===== src/rtl/serial_bit_source_pkg.sv =====
// Shared definitions for the parallel-to-serial bit source.
// Holds the two-state FSM encoding and the bit-counter sizing helper.
// No logic lives here; the top imports it.
package serial_bit_source_pkg;

  typedef enum logic {
    IDLE  = 1'b0,
    SHIFT = 1'b1
  } state_t;

  // Width of a counter that indexes the remaining bits of a w-bit word.
  function automatic int cnt_width(input int w);
    return (w <= 2) ? 1 : $clog2(w);
  endfunction

endpackage


===== src/rtl/serial_bit_source.sv =====
// Parallel-to-serial converter: WIDTH-bit words in, one bit per clock out.
// Latency: first bit appears the cycle after the accepting edge; WIDTH cycles per word.
// Backpressure: data_ready only in IDLE or on a word's final bit, so back-to-back words stay gap-free.
module serial_bit_source
  import serial_bit_source_pkg::*;
#(
  parameter int WIDTH     = 8,
  parameter bit MSB_FIRST = 1'b1,
  parameter bit IDLE_BIT  = 1'b0
) (
  input  logic             clk,
  input  logic             rst,
  input  logic [WIDTH-1:0] data_in,
  input  logic             data_valid,
  output logic             data_ready,
  output logic             ser_out,
  output logic             ser_valid,
  output logic             last
);

  localparam int             CW      = cnt_width(WIDTH);
  localparam logic [CW-1:0]  CNT_MAX = CW'(WIDTH - 1);

  state_t           state, state_nxt;
  logic [WIDTH-1:0] shreg, shreg_nxt;
  logic [CW-1:0]    bit_cnt, cnt_nxt;
  logic             xfer;
  logic             head_nxt;

  // Ready depends only on registered state and count, never on data_valid.
  assign data_ready = (state == IDLE) || ((state == SHIFT) && (bit_cnt == '0));
  assign xfer       = data_valid && data_ready;
  assign head_nxt   = MSB_FIRST ? shreg_nxt[WIDTH-1] : shreg_nxt[0];

  // Next-state logic: load, shift toward the head, reload seamlessly, or drop to idle.
  always_comb begin
    state_nxt = state;
    shreg_nxt = shreg;
    cnt_nxt   = bit_cnt;
    case (state)
      IDLE: begin
        if (xfer) begin
          shreg_nxt = data_in;
          cnt_nxt   = CNT_MAX;
          state_nxt = SHIFT;
        end
      end
      SHIFT: begin
        if (bit_cnt != '0) begin
          shreg_nxt = MSB_FIRST ? {shreg[WIDTH-2:0], 1'b0} : {1'b0, shreg[WIDTH-1:1]};
          cnt_nxt   = bit_cnt - CW'(1);
        end else if (xfer) begin
          shreg_nxt = data_in;
          cnt_nxt   = CNT_MAX;
        end else begin
          shreg_nxt = '0;
          state_nxt = IDLE;
        end
      end
      default: begin
        shreg_nxt = '0;
        cnt_nxt   = '0;
        state_nxt = IDLE;
      end
    endcase
  end

  // State, shift register and counter; reset discards any partial word.
  always_ff @(posedge clk or posedge rst) begin
    if (rst) begin
      state   <= IDLE;
      shreg   <= '0;
      bit_cnt <= '0;
    end else begin
      state   <= state_nxt;
      shreg   <= shreg_nxt;
      bit_cnt <= cnt_nxt;
    end
  end

  // Output flops are loaded from next-state values so they line up with the word being shifted.
  always_ff @(posedge clk or posedge rst) begin
    if (rst) begin
      ser_out   <= IDLE_BIT;
      ser_valid <= 1'b0;
      last      <= 1'b0;
    end else begin
      ser_out   <= (state_nxt == SHIFT) ? head_nxt : IDLE_BIT;
      ser_valid <= (state_nxt == SHIFT);
      last      <= (state_nxt == SHIFT) && (cnt_nxt == '0);
    end
  end

endmodule


===== config.mk =====
export PLATFORM = sky130hd
export DESIGN_NAME = serial_bit_source
export DESIGN_NICKNAME = d
export VERILOG_FILES = /design/src/rtl/serial_bit_source_pkg.sv /design/src/rtl/serial_bit_source.sv
export SDC_FILE = /design/constraint.sdc
export NUM_CORES = 1
export LEC_CHECK = 0
export CAP_MARGIN = 0
export CORE_MARGIN = 2
export CORE_UTILIZATION = 45
export CTS_BUF_LIST = sky130_fd_sc_hd__clkbuf_4 sky130_fd_sc_hd__clkbuf_8 sky130_fd_sc_hd__clkbuf_16
export DETAILED_ROUTE_END_ITERATION = 10
export PLACE_DENSITY = 0.85
export SETUP_SLACK_MARGIN = 0.15
export SYNTH_ARGS = -nofsm -noshare
export SYNTH_HDL_FRONTEND = slang
export SYNTH_SLANG_ARGS = --single-unit

===== constraint.sdc =====
create_clock -name clk -period 1.7 [get_ports clk]
set_input_delay 0.17 -clock clk [delete_from_list [all_inputs] [get_ports clk]]
set_output_delay 0.17 -clock clk [all_outputs]
set_load 0.02 [all_outputs]

==> impl_metrics.ini <==
[global_routing]
grt_pass1_vias = 470
grt_max_degree = 14
antenna_found_initial = 0
groute.usage.overall_pct = 18.9
grt_pass1_wl_um = 2040
grt-ovfl-total = 0

[place]
dpl_cell_area_um2 = 798
io_buffer_count = 14
gp_congestion = 0.850
dp_hpwl_um = 960

[clock_tree]
cts-root-buf = clkbuf_4
cts_tree = done
cts_max_path_buffers = 2
clock_latency_ns = 0.27
cts_buffers = 3
clk_pin_slew_ns = 0.08
holdBufCountCts = 0
htree_levels = 1
cts.sinks = 13

[logic_synthesis]
netlist_area_um2 = 611
synthesis.nets = 66
synth_most_common_cell = dfrtp_1
synth_top_cell_area_share_pct = 53.3
ys_seq_area_share_pct = 53.3
syn-instance-count = 53
syn_avg_cell_area_um2 = 11.5
synth_cell_type_count = 22
ys_ff_latch = 13
synth_edf_count = 0
synthTopCellsByCount = dfrtp_1, a21oi_1, and2_1
synth_top_flop_cell = dfrtp_1
synth_area_leaders = dfrtp_1, a221o_1, and2_1, a21oi_1, ha_1
yosysTopAreaCell = dfrtp_1
synth_warnings = 0
async_flop_share_pct = 100

[sta]
maxSlewHeadroom_pct = 67.9
hold_viol_final = 0
min_period_over_period_pct = 87.6
whs_ns = 0.208
final.setup_skew_ns = 0.000816
maxSlewViolCount = 0
period_needed_ns = 1.49
finalSetupViolCount = 0
worst_pin_slew_ns = 0.481
clock.fmax_mhz = 671
timing.setup.tns_ns = 0
rsz0062_at_grt = true

[routing]
routed_wl_um = 1280
drt-pass1-iter-count = 4
drt_iter0_drc = 13
vias = 486
drc = 0
wl_per_cell_um = 14.1
ant_nets = 0
vias_per_cell = 5.34

[finish]
final_area_um2 = 850
fin_nets = 90
area_delta_synth_final_pct = 39.1
nFillCells = 102
antenna_cells = 0
post-route-util_pct = 66.1
drive_gt1_share_pct = 27.6

[critical_path]
cp-startpoint = bit_cnt[0]
crit_type = flop to flop
cp.required_ns = 1.86
crit_slowest_cell = dfrtp_1
start_kind = flop
crit_chain = inv_2 > ha_4 > nand2b_4 > and2_4 > buf_4 > a221o_2
crit_path_end_kind = flop
critPathMaxStageDelay_ns = 0.39
arrival_ns = 1.65
reg2reg_depth = 6
r2r_start = bit_cnt[0]
cp_max_fo = 10

[power_and_ir_drop]
power.density_nw_per_um2 = 1590
ir_worst_vdd_uv = 1010
p_leak_nw = 0.396

[floorplanning]
io_pins = 15
rows = 13
dieArea_um2 = 1670
initial_core_util_pct = 47.5
die_y_um = 40.8
die_x_um = 40.8
core_um2 = 1280

[hold_path]
hp-class = input pin to async pin

[flow_run]
max_cap_violations = 0

[status]
status = complete, no violations
-- per-layer routing --
| layer | vias to the layer above | GRT usage (%) | share of wire (%) |
|---|---|---|---|
| li1 | 240 | - | - |
| met1 | 228 | 26.8 | 47 |
| met2 | 18 | 29.3 | 49 |
| met3 | 0 | 1.63 | 4.1 |
| met4 | 0 | 7.50 | 0 |
| met5 | - | 0 | 0 |
-- kinds of logic after synthesis --
logic type | synth area share [%]
buffers and inverters | 5.12
AND/OR/NAND/NOR | 15.0
adder cells (fa/ha/maj) | 4.10
flip-flops | 53.3
XOR/XNOR | 1.43
AO/OA/AOI/OAI | 21.1
-- placed cells by master, fill, tap and decap left out --
cell type,netlist,layout
clkdlybuf4s50_1,0,12
ha_1,2,1
inv_2,0,2
nor2_1,2,2
nor2b_1,1,1
nor3_1,1,1
nand3_1,1,1
ha_4,0,1
dfrtp_1,13,13
nand2b_4,1,1
a221o_2,2,2
and2_1,5,5
dlymetal6s2s_1,0,1
xnor2_1,1,1
buf_4,0,7
nand2_1,2,2
a221o_1,4,4
inv_1,4,2
a21o_2,1,1
clkbuf_4,0,4
a21boi_2,0,1
nand2b_1,1,1
a211oi_1,2,2
a32o_1,1,1
buf_2,1,1
a21oi_1,5,5
and2_4,1,1
-- critical path: cells and delay by family (launching register included) --
kind,cells,cell delay [ns]
simple gates,2,0.20
compound gates,1,0.38
flops,1,0.39
buf+inv,2,0.25
fa+ha+maj,1,0.15
-- metrics by stage --
| stage | worst slack, ns | total power [mW] | std cells |
|---|---|---|---|
| floorplan | 0.235 | 0.871 | 53 |
| global placement | 0.0216 | 1.07 | 86 |
| detailed placement | 0.00697 | 1.09 | 86 |
| CTS | 0.00104 | 1.30 | 90 |
| global route | 0.122 | 1.45 | 91 |
| finish | 0.210 | 1.35 | 91 |
-- state kept, by name, indices dropped and copies added, names as in the netlist --
signal / cells
bit_cnt: 3
last: 1
ser_out: 1
ser_valid: 1
shreg: 7
-- layout make-up --
type,count,area [um2],share of cell area [%]
flip-flops and latches,13,325,38.3
multi-input cells,34,270,31.8
repair buffers,21,190,22.4
clock buffers,4,30.0,3.53
well taps,15,18.8,2.21
inverters,4,15.0,1.77
-- where the power goes --
group          switching (mW)  internal, mW  leakage (nW)  total, mW
logic                   0.309         0.348         0.214      0.657
clock network           0.101         0.107        0.0184      0.208
registers              0.0629         0.422         0.164      0.485
total                   0.473         0.877         0.396       1.35
-- path summary, 6_finish.rpt --
path,endpoint,slack (ns)
max,shreg[3],0.21
min,ser_out,0.21
max reg2reg,shreg[3],0.21
min reg2reg,ser_out,0.50
max in group asynchronous,shreg[2],1.17
min in group clk,ser_out,0.50
-- repair_timing --
item	CTS	global route
endpoints found under the setup margin	6	8
gates resized for setup	4	7
buffers inserted	0	1
(Power assumes the default switching activity.)
